## src/rtl/mem_arbiter_if.sv

```systemverilog
// Bus bundle shared by the two requesting masters, the arbiter and the single-port memory.
// The arbiter connects through the slave modport; masters and the memory model use master.
interface mem_arbiter_if #(
  parameter int N  = 16,
  parameter int AW = 16
);
  logic          m0_req;
  logic [AW-1:0] m0_addr;
  logic          m0_rw;
  logic [N-1:0]  m0_wdata;
  logic          m0_gnt;
  logic          m0_rvalid;
  logic [N-1:0]  m0_rdata;

  logic          m1_req;
  logic [AW-1:0] m1_addr;
  logic          m1_rw;
  logic [N-1:0]  m1_wdata;
  logic          m1_gnt;
  logic          m1_rvalid;
  logic [N-1:0]  m1_rdata;

  logic [AW-1:0] Address;
  logic          RW;
  logic [N-1:0]  Dout;
  logic [N-1:0]  Din;
  logic          owner;
  logic          busy;

  modport slave (
    input  m0_req, m0_addr, m0_rw, m0_wdata,
    input  m1_req, m1_addr, m1_rw, m1_wdata,
    input  Din,
    output m0_gnt, m0_rvalid, m0_rdata,
    output m1_gnt, m1_rvalid, m1_rdata,
    output Address, RW, Dout, owner, busy
  );

  modport master (
    output m0_req, m0_addr, m0_rw, m0_wdata,
    output m1_req, m1_addr, m1_rw, m1_wdata,
    output Din,
    input  m0_gnt, m0_rvalid, m0_rdata,
    input  m1_gnt, m1_rvalid, m1_rdata,
    input  Address, RW, Dout, owner, busy
  );
endinterface

```

## src/rtl/mem_arbiter.sv

```systemverilog
// Round-robin arbiter sharing one single-port memory between two masters.
// Each grant issues one memory transaction; read data returns with a one-cycle rvalid pulse.
module mem_arbiter #(
  parameter int N       = 16,
  parameter int AW      = 16,
  parameter int MEM_LAT = 1
) (
  input logic          clk,
  input logic          reset,
  mem_arbiter_if.slave bus
);

  localparam int CW = (MEM_LAT > 1) ? $clog2(MEM_LAT) : 1;

  typedef enum logic [1:0] {
    IDLE,
    ACCESS,
    WAIT_RD
  } state_t;

  state_t        state_q;
  logic          lastOwner_q;
  logic [CW-1:0] cnt_q;

  logic          selM1;
  logic [AW-1:0] selAddr;
  logic          selRw;
  logic [N-1:0]  selWdata;

  // On a tie the master that did not own the previous grant wins.
  always_comb begin
    selM1    = (bus.m0_req && bus.m1_req) ? ~lastOwner_q : bus.m1_req;
    selAddr  = selM1 ? bus.m1_addr  : bus.m0_addr;
    selRw    = selM1 ? bus.m1_rw    : bus.m0_rw;
    selWdata = selM1 ? bus.m1_wdata : bus.m0_wdata;
  end

  always_ff @(posedge clk or negedge reset) begin
    if (!reset) begin
      state_q       <= IDLE;
      lastOwner_q   <= 1'b1;
      cnt_q         <= '0;
      bus.Address   <= '0;
      bus.RW        <= 1'b1;
      bus.Dout      <= '0;
      bus.owner     <= 1'b0;
      bus.busy      <= 1'b0;
      bus.m0_gnt    <= 1'b0;
      bus.m1_gnt    <= 1'b0;
      bus.m0_rvalid <= 1'b0;
      bus.m1_rvalid <= 1'b0;
      bus.m0_rdata  <= '0;
      bus.m1_rdata  <= '0;
    end else begin
      bus.m0_gnt    <= 1'b0;
      bus.m1_gnt    <= 1'b0;
      bus.m0_rvalid <= 1'b0;
      bus.m1_rvalid <= 1'b0;
      bus.RW        <= 1'b1;
      unique case (state_q)
        IDLE: begin
          if (bus.m0_req || bus.m1_req) begin
            state_q     <= ACCESS;
            bus.busy    <= 1'b1;
            bus.owner   <= selM1;
            lastOwner_q <= selM1;
            bus.Address <= selAddr;
            bus.RW      <= selRw;
            if (!selRw) bus.Dout <= selWdata;
            bus.m0_gnt  <= ~selM1;
            bus.m1_gnt  <= selM1;
          end
        end
        // RW still holds the granted direction throughout the ACCESS cycle.
        ACCESS: begin
          if (bus.RW) begin
            state_q <= WAIT_RD;
            cnt_q   <= CW'(MEM_LAT - 1);
          end else begin
            state_q  <= IDLE;
            bus.busy <= 1'b0;
          end
        end
        WAIT_RD: begin
          if (cnt_q == '0) begin
            state_q  <= IDLE;
            bus.busy <= 1'b0;
            if (bus.owner) begin
              bus.m1_rdata  <= bus.Din;
              bus.m1_rvalid <= 1'b1;
            end else begin
              bus.m0_rdata  <= bus.Din;
              bus.m0_rvalid <= 1'b1;
            end
          end else begin
            cnt_q <= cnt_q - 1'b1;
          end
        end
        default: state_q <= IDLE;
      endcase
    end
  end

endmodule
```

## src/flat_wrapper.sv

```systemverilog
// flat-port wrapper written by rule: the top's interface ports become plain ports
module mem_arbiter_flat 
#(
  parameter int N       = 16,
  parameter int AW      = 16,
  parameter int MEM_LAT = 1
)
  (clk, reset, bus_m0_req, bus_m0_addr, bus_m0_rw, bus_m0_wdata, bus_m1_req, bus_m1_addr, bus_m1_rw, bus_m1_wdata, bus_Din, bus_m0_gnt, bus_m0_rvalid, bus_m0_rdata, bus_m1_gnt, bus_m1_rvalid, bus_m1_rdata, bus_Address, bus_RW, bus_Dout, bus_owner, bus_busy);
  mem_arbiter_if #(.N(N), .AW(AW)) bus_i ();
  input logic clk;
  input logic reset;
  input wire logic [$bits(bus_i.m0_req)-1:0] bus_m0_req;
  input wire logic [$bits(bus_i.m0_addr)-1:0] bus_m0_addr;
  input wire logic [$bits(bus_i.m0_rw)-1:0] bus_m0_rw;
  input wire logic [$bits(bus_i.m0_wdata)-1:0] bus_m0_wdata;
  input wire logic [$bits(bus_i.m1_req)-1:0] bus_m1_req;
  input wire logic [$bits(bus_i.m1_addr)-1:0] bus_m1_addr;
  input wire logic [$bits(bus_i.m1_rw)-1:0] bus_m1_rw;
  input wire logic [$bits(bus_i.m1_wdata)-1:0] bus_m1_wdata;
  input wire logic [$bits(bus_i.Din)-1:0] bus_Din;
  output wire logic [$bits(bus_i.m0_gnt)-1:0] bus_m0_gnt;
  output wire logic [$bits(bus_i.m0_rvalid)-1:0] bus_m0_rvalid;
  output wire logic [$bits(bus_i.m0_rdata)-1:0] bus_m0_rdata;
  output wire logic [$bits(bus_i.m1_gnt)-1:0] bus_m1_gnt;
  output wire logic [$bits(bus_i.m1_rvalid)-1:0] bus_m1_rvalid;
  output wire logic [$bits(bus_i.m1_rdata)-1:0] bus_m1_rdata;
  output wire logic [$bits(bus_i.Address)-1:0] bus_Address;
  output wire logic [$bits(bus_i.RW)-1:0] bus_RW;
  output wire logic [$bits(bus_i.Dout)-1:0] bus_Dout;
  output wire logic [$bits(bus_i.owner)-1:0] bus_owner;
  output wire logic [$bits(bus_i.busy)-1:0] bus_busy;
  assign bus_i.m0_req = bus_m0_req;
  assign bus_i.m0_addr = bus_m0_addr;
  assign bus_i.m0_rw = bus_m0_rw;
  assign bus_i.m0_wdata = bus_m0_wdata;
  assign bus_i.m1_req = bus_m1_req;
  assign bus_i.m1_addr = bus_m1_addr;
  assign bus_i.m1_rw = bus_m1_rw;
  assign bus_i.m1_wdata = bus_m1_wdata;
  assign bus_i.Din = bus_Din;
  assign bus_m0_gnt = bus_i.m0_gnt;
  assign bus_m0_rvalid = bus_i.m0_rvalid;
  assign bus_m0_rdata = bus_i.m0_rdata;
  assign bus_m1_gnt = bus_i.m1_gnt;
  assign bus_m1_rvalid = bus_i.m1_rvalid;
  assign bus_m1_rdata = bus_i.m1_rdata;
  assign bus_Address = bus_i.Address;
  assign bus_RW = bus_i.RW;
  assign bus_Dout = bus_i.Dout;
  assign bus_owner = bus_i.owner;
  assign bus_busy = bus_i.busy;
  mem_arbiter #(.N(N), .AW(AW), .MEM_LAT(MEM_LAT)) u_core (.clk(clk), .reset(reset), .bus(bus_i));
endmodule
```

## config.mk

```make
export PLATFORM = sky130hd
export DESIGN_NAME = mem_arbiter_flat
export DESIGN_NICKNAME = d
export VERILOG_FILES = /design/src/rtl/mem_arbiter_if.sv /design/src/rtl/mem_arbiter.sv /design/src/flat_wrapper.sv
export SDC_FILE = /design/constraint.sdc
export NUM_CORES = 1
export LEC_CHECK = 0
export CAP_MARGIN = 20
export CORE_UTILIZATION = 40
export CTS_CLUSTER_SIZE = 24
export DETAILED_ROUTE_END_ITERATION = 7
export GPL_TIMING_DRIVEN = 0
export HOLD_SLACK_MARGIN = 0.08
export PLACE_DENSITY = 0.76
export SETUP_SLACK_MARGIN = 0.1
export SYNTH_ARGS = -nofsm -noshare
export SYNTH_HDL_FRONTEND = slang
export SYNTH_SLANG_ARGS = --single-unit
```

## constraint.sdc

```tcl
create_clock -name clk -period 2.2 [get_ports clk]
set_input_delay 0.55 -clock clk [delete_from_list [all_inputs] [get_ports clk]]
set_output_delay 0.55 -clock clk [all_outputs]
set_load 0.01 [all_outputs]
```

# == Yosys cells after proc, flatten, opt, wreduce, memory -nomap -nowiden ==
# Cells that the tools add are included.
# word_totals
output_inout_bits,71
regBits,75
in_bits,86
wordCells,65
# op_classes
n_eq_ne,6
mux,27
bitwise,5
reduce_logical,12
n_addsub,1
# ops
operator,n
$mux W16,2
$mux W1,19
$reduce_and A3 Y1,3
$mux W2,3
$pmux W2 S3,1
$reduce_and A2 Y1,3
$not A1 Y1,5
$ne A2 B1 Y1 const B,2
$ne A2 B2 Y1 const B,2
$reduce_and A4 Y1,1
$pmux W1 S3,1
$reduce_bool A3 Y1,1
$eq A2 B1 Y1 const B,1
$eq A2 B2 Y1 const B,1
$logic_not A2 Y1,1
$pmux W1 S2,1
$reduce_bool A2 Y1,1
$logic_and A1 B1 Y1,1
$logic_or A1 B1 Y1,1
$sub A1 B1 Y1 const B,1

# == Logic depth before layout (Yosys ltp) ==
# depth
ltp_word,5
depth_mapped,6
mapped_depth_nobuf,5

# == Least setup slack after synthesis ==
# No wires, ideal clock.
# synth_path
kind,flip-flop to flip-flop
startpoint,register u_core.state_q[0]
endpoint,register u_core.bus.Dout[10]
arrival_ns,1.724
t_required_ns,2.075
slack_ns,0.351
setup_time_ns,0.125
n_path_buf,1
path_stages_with_launch,7
synth_period_minus_slack_ns,1.849
path_cell_list,dfrtp_1 > inv_1 > ha_1 > nand2_1 > o32ai_4 > buf_8 > mux2_4
# synth_via
elab_chain_cells,2
# synth_rtl
item,line,rtl
start: declaration,mem_arbiter.sv:21,state_t state_q;
start signal: assignment,mem_arbiter.sv:40,state_q <= IDLE;
start signal: assignment,mem_arbiter.sv:63,state_q <= ACCESS;
start signal: assignment,mem_arbiter.sv:77,state_q <= WAIT_RD;
$logic_not A2 Y1,mem_arbiter.sv:60,unique case (state_q)
$reduce_and A3 Y1 (no source line),-,
end signal: assignment,mem_arbiter.sv:69,if (!selRw) bus.Dout <= selWdata;
end: declaration,mem_arbiter_if.sv:36,"output Address, RW, Dout, owner, busy"
# No other way between the ends.
# A chain may end at the register's enable or synchronous reset.

# == Worst setup path in the final report ==
# layout_path
startpoint,register u_core.bus.RW
endpoint,output bus_RW
# layout_rtl
item,line,rtl
start: declaration,mem_arbiter_if.sv:36,
start signal: assignment,mem_arbiter.sv:68,bus.RW <= selRw;
end: declaration,flat_wrapper.sv:28,output wire logic [$bits(bus_i.RW)-1:0] bus_RW;
# No word-level cell between the ends.

==> results by group <==
Cells and area
  – Area Growth Syn to Fin: 61.4%
  – Final net count: 470
  – # fillers: 569
  – Share of layout cells above drive strength 1: 0.257
  – N_diodes: 0

Critical path
  – Crit. End Element: primary output
  – Worst Path Max Fanout: 3
  – Max incr delay on CP: 570 ps
  – CP cell instances: clkdlybuf4s50_1
  – Critical path data arrival time: 1440 ps
  – Reg2reg start: u_core.state_q[0]$_DFFE_PN0P_
  – Crit path launch type: flip-flop
  – Critical path class: reg -> out
  – Slowest stage cell on the critical path: clkdlybuf4s50_1
  – Worst path top cell family by delay: buffers and inverters
  – Bufs and invs on worst path: 1
  – WP data required: 1650 ps
  – Crit. Startpoint: u_core.bus.RW$_DFF_PN1_

Synth
  – Top cells by count, synth: dfrtp_1, mux2_2, mux2_4, a221o_1
  – Synth top area cells: dfrtp_1, mux2_2, mux2_4
  – Ys Warns: 0
  – Mapped Nets: 298
  – Syn Area/Cell: 15.4 um^2
  – Yosys reg bits: 74
  – Synth Instances: 208
  – Post-synth top area share: 0.563
  – Number of flops mapped to enable cells by yosys: 0
  – Post-synth top area cell: dfrtp_1
  – Most common cell in the netlist: dfrtp_1
  – Synthesized cell area: 3200 um^2
  – Netlist cell types: 28
  – Most common flop cell mapped by yosys: dfrtp_1
  – Seq/Total Area, Yosys: 0.579
  – Asr flop ratio synth: 1.00

Global routing
  – Grt total ovfl: 0
  – First-pass GRT wire length: 12100 um
  – Largest net degree at the start of global routing: 58
  – Vias in the first global route: 2486
  – Initial antenna violation count: 0
  – All-Layer GR Usage: 0.185

Die
  – Core Area: 7730 um^2
  – Die area: 8370 um^2
  – Die X-Extent: 91.5 um
  – Num ports: 157
  – Starting density of the core: 0.415
  – Die Y: 91.5 um
  – Row count: 32

Timing
  – Hold Fails Final Rpt: 0
  – Part of the cycle the worst path needs: 0.907
  – Worst slew margin: 0.685
  – Max Fclk: 0.501 GHz
  – Final min period: 1990 ps
  – Slew Viols, Final: 0
  – Setup Skew: 6.70 ps
  – RSZ-0062 raised after global routing: false
  – Final setup viols: 0
  – Slew @ Worst Pin: 470 ps
  – Setup TNS: 0 ps

Pwr
  – Peak VDD IR: 0.569 mV
  – PwrDens: 1330 nW/um^2
  – Static Leakage: 2.23 nW
  – Total power: 0.00686 W

Clocking
  – Htree depth: 3
  – CTS buffer count: 9
  – Clk pin slew, worst setup/hold paths: 80 ps
  – Max clock buf depth: 2
  – Worst skew pair latency: 340 ps
  – CTS tree: done
  – # clock sinks: 74
  – Root Buffer: clkbuf_8

Drt
  – DR top layer: met4
  – Total wire length: 7270 um
  – Routed wl met2: 3510 um
  – DR vias/cell: 4.81
  – Metal1 wirelength: 3100 um
  – WL met3: 566 um
  – DR DRC count: 0
  – Drt wl/cell: 14.9 um
  – Iteration-0 DRC Markers: 41
  – Drt first pass iters: 4
  – Post-route ant nets: 0
  – Via count: 2341

Min path
  – Hold Crit Start: u_core.bus.m0_rdata[3]$_DFFE_PN0P_
  – Worst hold path class: reg -> reg

Place
  – Final HPWL DP: 5360 um
  – Port bufs: 156
  – RD Place Congestion: 0.756

Run
  – Max-Cap Viols: 0

Outcome
  – Outcome: finished clean
## layout make-up
class | instances | area, um^2 | area share
tap | 102 | 128 | 0.0247
sequential | 74 | 1850 | 0.359
inverter | 6 | 22.5 | 0.00436
multi-input combinational | 119 | 1250 | 0.242
clock inverter | 7 | 93.8 | 0.0182
buffer | 9 | 75.1 | 0.0145
timing repair buffer | 161 | 1620 | 0.313
clock buffer | 9 | 124 | 0.0240
## flip-flops by register name, indices dropped and copies added (netlist names)
| signal | flops |
|---|---|
| u_core.bus.Address | 16 |
| u_core.bus.Dout | 16 |
| u_core.bus.m0_rdata | 16 |
| u_core.bus.m1_rdata | 16 |
| u_core.state_q | 2 |
| u_core.bus.RW | 1 |
| u_core.bus.busy | 1 |
| u_core.bus.m0_gnt | 1 |
| u_core.bus.m0_rvalid | 1 |
| u_core.bus.m1_gnt | 1 |
| u_core.bus.m1_rvalid | 1 |
| u_core.bus.owner | 1 |
| u_core.lastOwner_q | 1 |
## worst paths after layout
| path | end | slack (ps) | cells past startpoint |
|---|---|---|---|
| worst max-delay path | bus_RW | 210 | 1 |
| worst min-delay path | u_core.bus.m0_rdata[3]$_DFFE_PN0P_ | 510 | 1 |
| min in group asynchronous | u_core.bus.m0_rdata[8]$_DFFE_PN0P_ | 610 | 2 |
| worst max register to register | u_core.bus.Dout[5]$_DFFE_PN0P_ | 260 | 6 |
| worst min register to register | u_core.bus.m0_rdata[3]$_DFFE_PN0P_ | 510 | 1 |
| max in group asynchronous | u_core.bus.RW$_DFF_PN1_ | 970 | 3 |
## cells by family after synthesis
group,Yosys count,synth area share
buffers and inverters,15,0.0305
and+or+nand+nor,26,0.0477
adders and majority gates,4,0.0156
DFF,74,0.579
muxes,66,0.255
AOI/OAI and AO/OA,23,0.0727
## report_power, final
part | internal (W) | switching [W] | leakage, nW
clock | 0.000636 | 0.000511 | 0.105
sequential | 0.00204 | 0.000350 | 0.887
combinational | 0.00211 | 0.00121 | 1.24
total | 0.00479 | 0.00207 | 2.23
## metrics by stage
stage | cells | setup WS (ps) | hold slack (ps) | utilization | instance area, um^2
floorplan | 208 | 351 | 254 | - | 3200
global placement | 466 | -2030 | 487 | 0.633 | 4890
detailed placement | 467 | -205 | 447 | 0.636 | 4920
CTS | 487 | 159 | 512 | 0.669 | 5170
global route | 487 | 118 | 529 | 0.669 | 5170
finish | 487 | 205 | 509 | 0.669 | 5170
## per-layer routing
layer	global-route usage	up-vias
met3	0.0544	9
met2	0.293	99
met5	0	-
met1	0.238	1138
met4	0.0728	0
li1	-	1095
## layout by cell type (no fill, tap or decap), types with 4 or more instances in the layout
cell type / count
inv_1: 6
buf_4: 4
and2_1: 8
buf_2: 5
nand2_1: 4
a221o_1: 16
clkdlybuf4s50_1: 155
clkbuf_8: 9
and2_0: 8
mux2_2: 44
dfrtp_1: 72
mux2_4: 20
ha_1: 4
## what timing repair did
action	4_1_cts	5_1_grt
buffers inserted	3	0
hold buffers	1	0
pin swaps	1	1
endpoints found under the hold margin	17	0
resized for setup	0	2
endpoints found under the setup margin	6	14
No activity file was read; power rests on OpenSTA's default activity.
==> RTL change 1, RTL diff (config.mk and constraints unchanged) <==
`AW` is set to 16 in 3 places; all go to 18.
--- a/src/rtl/mem_arbiter_if.sv
+++ b/src/rtl/mem_arbiter_if.sv
@@ -4,3 +4,3 @@
   parameter int N  = 16,
-  parameter int AW = 16
+  parameter int AW = 18
 );
--- a/src/rtl/mem_arbiter.sv
+++ b/src/rtl/mem_arbiter.sv
@@ -4,3 +4,3 @@
   parameter int N       = 16,
-  parameter int AW      = 16,
+  parameter int AW      = 18,
   parameter int MEM_LAT = 1
--- a/src/flat_wrapper.sv
+++ b/src/flat_wrapper.sv
@@ -4,3 +4,3 @@
   parameter int N       = 16,
-  parameter int AW      = 16,
+  parameter int AW      = 18,
   parameter int MEM_LAT = 1
Ports: changed (resized bus_Address, bus_m0_addr and bus_m1_addr); port bits go from 157 to 163. The function was not compared with the original's and may differ.
==> RTL change 1 against the unedited design <==
  * Routed wire length is 4.9% higher
  * Setup slack better by 0.00086 ns
  * Clock power is 15% lower
  * Worst hold slack better by 0.00081 ns
  * Area after synthesis is 2.8% higher
  * Largest power group unchanged
  * Design area is 2.2% higher
  * Sequential share of layout area is 0.18 points higher
  * Core utilization is 0.41 points higher
  * Total power is 0.18% higher
  * Sequential cell count is 2 higher
  * Largest cell class unchanged
==> RTL change 1: results (changes against the unedited design) <==
<table>
<tr><th>Metric</th><th>Value</th></tr>
<tr><th colspan="2">GRT</th></tr>
<tr><td>Via count of the first global-routing pass</td><td>2563 (+3.1%)</td></tr>
<tr><td>Wire length of the first global-routing pass</td><td>12260 um (+1.5%)</td></tr>
<tr><td>Largest net degree at the start of global routing</td><td>72 (+24%)</td></tr>
<tr><td>Tot GR Track Use</td><td>18.36% (-0.13 points)</td></tr>
<tr><th colspan="2">Synth</th></tr>
<tr><td>Synth area leaders</td><td>dfrtp_1, mux2_2, mux2_4</td></tr>
<tr><td>Synthesized-area fraction occupied by ao, oa, aoi and oai cells</td><td>7.716% (+0.45 points)</td></tr>
<tr><td>Post-synth net total</td><td>309 (+3.7%)</td></tr>
<tr><td>Fraction of the yosys area taken by sequential cells</td><td>57.85% (about the same)</td></tr>
<tr><td>Top cells by instance count after synthesis</td><td>dfrtp_1, mux2_2, mux2_4</td></tr>
<tr><td>Gate count of the mapped netlist</td><td>215 (+3.4%)</td></tr>
<tr><td>Post-synthesis mux area share</td><td>24.78% (-0.69 points)</td></tr>
<tr><th colspan="2">Routing</th></tr>
<tr><td>Detailed Route Iter0 Violations</td><td>55 (+34%)</td></tr>
<tr><td>Routed wire length per instance</td><td>15.24 um (+2.2%)</td></tr>
<tr><td>Wire length on met1</td><td>3352 um (+8.2%)</td></tr>
<tr><td>Final WL</td><td>7622 um (+4.9%)</td></tr>
<tr><th colspan="2">Placement</th></tr>
<tr><td>Post-detailed-placement half-perimeter wirelength</td><td>5515 um (+2.9%)</td></tr>
<tr><td>Port buffer count</td><td>162 (+3.8%)</td></tr>
<tr><td>Number of placed instances with taps included</td><td>480 (+2.8%)</td></tr>
<tr><th colspan="2">STA</th></tr>
<tr><td>Largest clock skew in the final design</td><td>0.01191 ns (+0.005211 ns)</td></tr>
<tr><td>Crit share post-route</td><td>90.63% (about the same)</td></tr>
<tr><td>Minimum hold slack</td><td>0.5096 ns (+0.0008080 ns)</td></tr>
<tr><td>Relative max-transition margin</td><td>62.08% (-6.4 points)</td></tr>
<tr><th colspan="2">Finish</th></tr>
<tr><td>Final nets</td><td>487 (+3.6%)</td></tr>
<tr><td>Fill cell count</td><td>593 (+4.2%)</td></tr>
<tr><td>Share of final-layout standard cells stronger than drive strength 1</td><td>25.38% (-0.34 points)</td></tr>
<tr><th colspan="2">Worst hold path</th></tr>
<tr><td>HP Start</td><td>u_core.bus.m1_rdata[0]$_DFFE_PN0P_</td></tr>
<tr><td>End point of the most critical hold path</td><td>u_core.bus.m1_rdata[0]$_DFFE_PN0P_</td></tr>
<tr><th colspan="2">Pwr</th></tr>
<tr><td>Pleak</td><td>2.269 nW (+1.8%)</td></tr>
<tr><th colspan="2">Critical path</th></tr>
<tr><td>Worst R2R End</td><td>u_core.bus.Dout[1]$_DFFE_PN0P_</td></tr>
<tr><th colspan="2">Outcome</th></tr>
<tr><td>Result of the run</td><td>finished clean</td></tr>
</table>
RTL change 1: stage by stage:
step / cell area [um^2] / setup TNS (ns) / power (W)
global placement: 5041 / -158.45 / 0.005826
global route: 5283 / 0 / 0.007301
CTS: 5280 / 0 / 0.006945
finish: 5283 / 0 / 0.006873
floorplan: 3292 / 0 / 0.004091
detailed placement: 5066 / -2.451 / 0.005905
RTL change 1: logic make-up after synthesis:
family | count (synthesis)
fa+ha+maj | 4
compound gates | 25
buf+inv | 16
mux | 66
simple gates | 28
flops | 76
RTL change 1: worst register-to-register path: stages (launching register included):
cell and delay [ns]:
dfrtp_1 0.40, inv_1 0.12, ha_2 0.27, nand2_1 0.15, o32ai_4 0.38, buf_4 0.19, mux2_2 0.33
RTL change 1: worst max-delay path by stage:
stage,startpoint,end,cells after the start
floorplan,u_core.state_q[0]$_DFFE_PN0P_,u_core.bus.Dout[10]$_DFFE_PN0P_,6
global placement,reset,u_core.bus.Dout[11]$_DFFE_PN0P_,1
detailed placement,bus_m1_req,u_core.bus.Dout[7]$_DFFE_PN0P_,5
CTS,u_core.bus.RW$_DFF_PN1_,bus_RW,1
global route,u_core.state_q[0]$_DFFE_PN0P_,u_core.bus.Dout[15]$_DFFE_PN0P_,6
finish,u_core.bus.RW$_DFF_PN1_,bus_RW,1
RTL change 1: layer usage:
layer,vias to the layer above,GRT usage (%)
li1,1132,-
met2,101,30.12
met4,0,6.538
met1,1167,23.44
met5,-,0
met3,11,4.762
RTL change 1: layout make-up:
type	count	area, um^2	share of cell area (%)
Sequential cell	76	1904	36.05
Timing Repair Buffer	167	1679	31.79
Multi-Input combinational cell	123	1287	24.37
Tap cell	102	127.6	2.416
Clock buffer	9	123.9	2.345
Buffer	10	80.08	1.516
Clock inverter	7	57.56	1.090
Inverter	6	22.52	0.4263
RTL change 1: timing repair:
item	CTS	global route
hold endpoints to repair	5	0
hold buffers	1	0
setup endpoints to repair	9	24
setup buffers	3	0
pin swaps	1	0
gates resized for setup	0	1
RTL change 1: report_power, final:
part	internal [W]	leakage (nW)	switching, W
Sequential	0.00210	0.911	0.000346
Combinational	0.00218	1.27	0.00127
Clock	0.000425	0.0833	0.000556
Total	0.00470	2.27	0.00217
==> RTL change 2, RTL diff (config.mk and constraints unchanged) <==
Made on the original files. Encoding of `state_t`: now one-hot (3 bits for 3 states).
--- a/src/rtl/mem_arbiter.sv
+++ b/src/rtl/mem_arbiter.sv
@@ -14,6 +14,6 @@
 
-  typedef enum logic [1:0] {
-    IDLE,
-    ACCESS,
-    WAIT_RD
+  typedef enum logic [2:0] {
+    IDLE    = 3'b001,
+    ACCESS  = 3'b010,
+    WAIT_RD = 3'b100
   } state_t;
Check against the original RTL: no difference found for any inputs over 10 cycles, from zero or initial values and one cycle with reset low; not proved beyond that.
==> RTL change 2 against the unedited design <==
  * Sequential cell count rose by 1
  * Total power fell by 6.7%
  * Critical path type is now flip-flop to flip-flop
  * Setup slack got worse by 0.0028 ns
  * Sequential share of layout area rose by 0.46 points
  * Core utilization rose by 0.097 points
  * Via count rose by 3.1%
  * Final cell count did not move
  * Routed wire length rose by 3.5%
  * Area after synthesis fell by 0.47%
  * Count of clock-buffer cells in the layout rose by 2
  * Design area rose by 0.15%
==> RTL change 2: results (changes against the unedited design) <==
<table>
<tr><th>Metric</th><th>Value</th></tr>
<tr><th colspan="2">Placement</th></tr>
<tr><td>Post-detailed-placement half-perimeter wirelength</td><td>5480 um (+2.3%)</td></tr>
<tr><td>Instance area after placement</td><td>4902 um^2 (-0.31%)</td></tr>
<tr><td>Post-placement setup slack</td><td>-0.4367 ns (-0.2314 ns)</td></tr>
<tr><td>Gpl congestion</td><td>0.6954 (-8.0%)</td></tr>
<tr><th colspan="2">GRT</th></tr>
<tr><td>Met1 usage</td><td>24.55% (+0.79 points)</td></tr>
<tr><td>GR Layer Usage met3</td><td>5.360% (-0.084 points)</td></tr>
<tr><td>Largest net degree at the start of global routing</td><td>52 (-10%)</td></tr>
<tr><td>Via count of the first global-routing pass</td><td>2626 (+5.6%)</td></tr>
<tr><td>Met2 Track Usage GR</td><td>31.69% (+2.4 points)</td></tr>
<tr><td>Tot GR Track Use</td><td>18.99% (+0.50 points)</td></tr>
<tr><th colspan="2">Synth</th></tr>
<tr><td>Synth area leaders</td><td>dfrtp_1, mux2_2, a221o_1</td></tr>
<tr><td>Top cells by instance count after synthesis</td><td>dfrtp_1, mux2_2, a221o_1, o21a_1, buf_6</td></tr>
<tr><td>Post-synth net total</td><td>292 (-2.0%)</td></tr>
<tr><td>Mean cell area of the mapped netlist</td><td>15.48 um^2 (+0.50%)</td></tr>
<tr><th colspan="2">STA</th></tr>
<tr><td>Largest clock skew in the final design</td><td>0.009830 ns (+0.003131 ns)</td></tr>
<tr><th colspan="2">Critical path</th></tr>
<tr><td>Endpoint arrival time on the critical path</td><td>2.20 ns (+0.76 ns)</td></tr>
<tr><td>Cell type of the slowest stage on the worst timing path</td><td>dfstp_2</td></tr>
<tr><td>Top fanout value on the critical path</td><td>10 (+7)</td></tr>
<tr><td>R2R depth</td><td>5 (-1)</td></tr>
<tr><td>Largest incremental delay on the critical path</td><td>0.62 ns (+0.05 ns)</td></tr>
<tr><th colspan="2">Worst hold path</th></tr>
<tr><td>Path type of the worst min-delay path</td><td>input port to asynchronous set/reset pin</td></tr>
<tr><th colspan="2">Routing</th></tr>
<tr><td>Detailed Route Iter0 Violations</td><td>57 (+39%)</td></tr>
<tr><td>Number of vias after detailed routing</td><td>2414 (+3.1%)</td></tr>
<tr><td>Detail Route met3 WL</td><td>555 um (-1.9%)</td></tr>
<tr><th colspan="2">Pwr</th></tr>
<tr><td>Sequential cell fraction of total power</td><td>36.6% (+1.7 points)</td></tr>
<tr><td>Switch Pwr</td><td>0.001979 W (-4.3%)</td></tr>
<tr><td>Clock power share</td><td>15.3% (-1.4 points)</td></tr>
<tr><th colspan="2">Outcome</th></tr>
<tr><td>Result of the run</td><td>finished clean</td></tr>
</table>
[RTL change 2: changes by cell type in the layout (fill, tap and decap cells not counted), sizes merged, moves of 3 or more]
cell    change
clkbuf      +3
ha          -4
o21a       +16
buf         +3
nand2       -3
and2       -15
[RTL change 2: repair_timing]
item | 4_1_cts | 5_1_grt
endpoints found under the setup margin | 34 | 26
gates cloned | 0 | 1
gates resized for setup | 2 | 3
pin swaps | 1 | 2
setup buffers | 2 | 3
[RTL change 2: path summary, 6_finish.rpt]
| kind | start | endpoint | slack (ns) |
|---|---|---|---|
| max in group asynchronous | reset | u_core.bus.RW$_DFF_PN1_ | 1.46 |
| max reg2reg | u_core.state_q[0]$_DFFE_PN1P_ | u_core.bus.Address[9]$_DFFE_PN0P_ | 0.20 |
| min reg2reg | u_core.bus.Dout[0]$_DFFE_PN0P_ | u_core.bus.Dout[0]$_DFFE_PN0P_ | 0.51 |
| min | reset | u_core.bus.m1_rdata[13]$_DFFE_PN0P_ | 0.12 |
| max | u_core.state_q[0]$_DFFE_PN1P_ | u_core.bus.Address[9]$_DFFE_PN0P_ | 0.20 |
| min in group clk | u_core.bus.Dout[0]$_DFFE_PN0P_ | u_core.bus.Dout[0]$_DFFE_PN0P_ | 0.51 |
[RTL change 2: kinds of logic (layout without fill, tap and decap cells)]
group	Yosys count	after routing	share of synthesized area, %
AOI/OAI and AO/OA	40	40	11.26
DFF	75	75	58.99
muxes	64	64	22.61
and+or+nand+nor	13	13	3.650
buffers and inverters	14	193	3.492
[RTL change 2: cell type report]
class                           count  area, um^2
Clock inverter                      5       36.28
Sequential cell                    75        1881
Clock buffer                       11       151.4
Tap cell                          102       127.6
Buffer                             10       96.34
Fill cell                         587        2550
Timing Repair Buffer              163        1654
Inverter                            4       15.01
Multi-Input combinational cell    117        1216
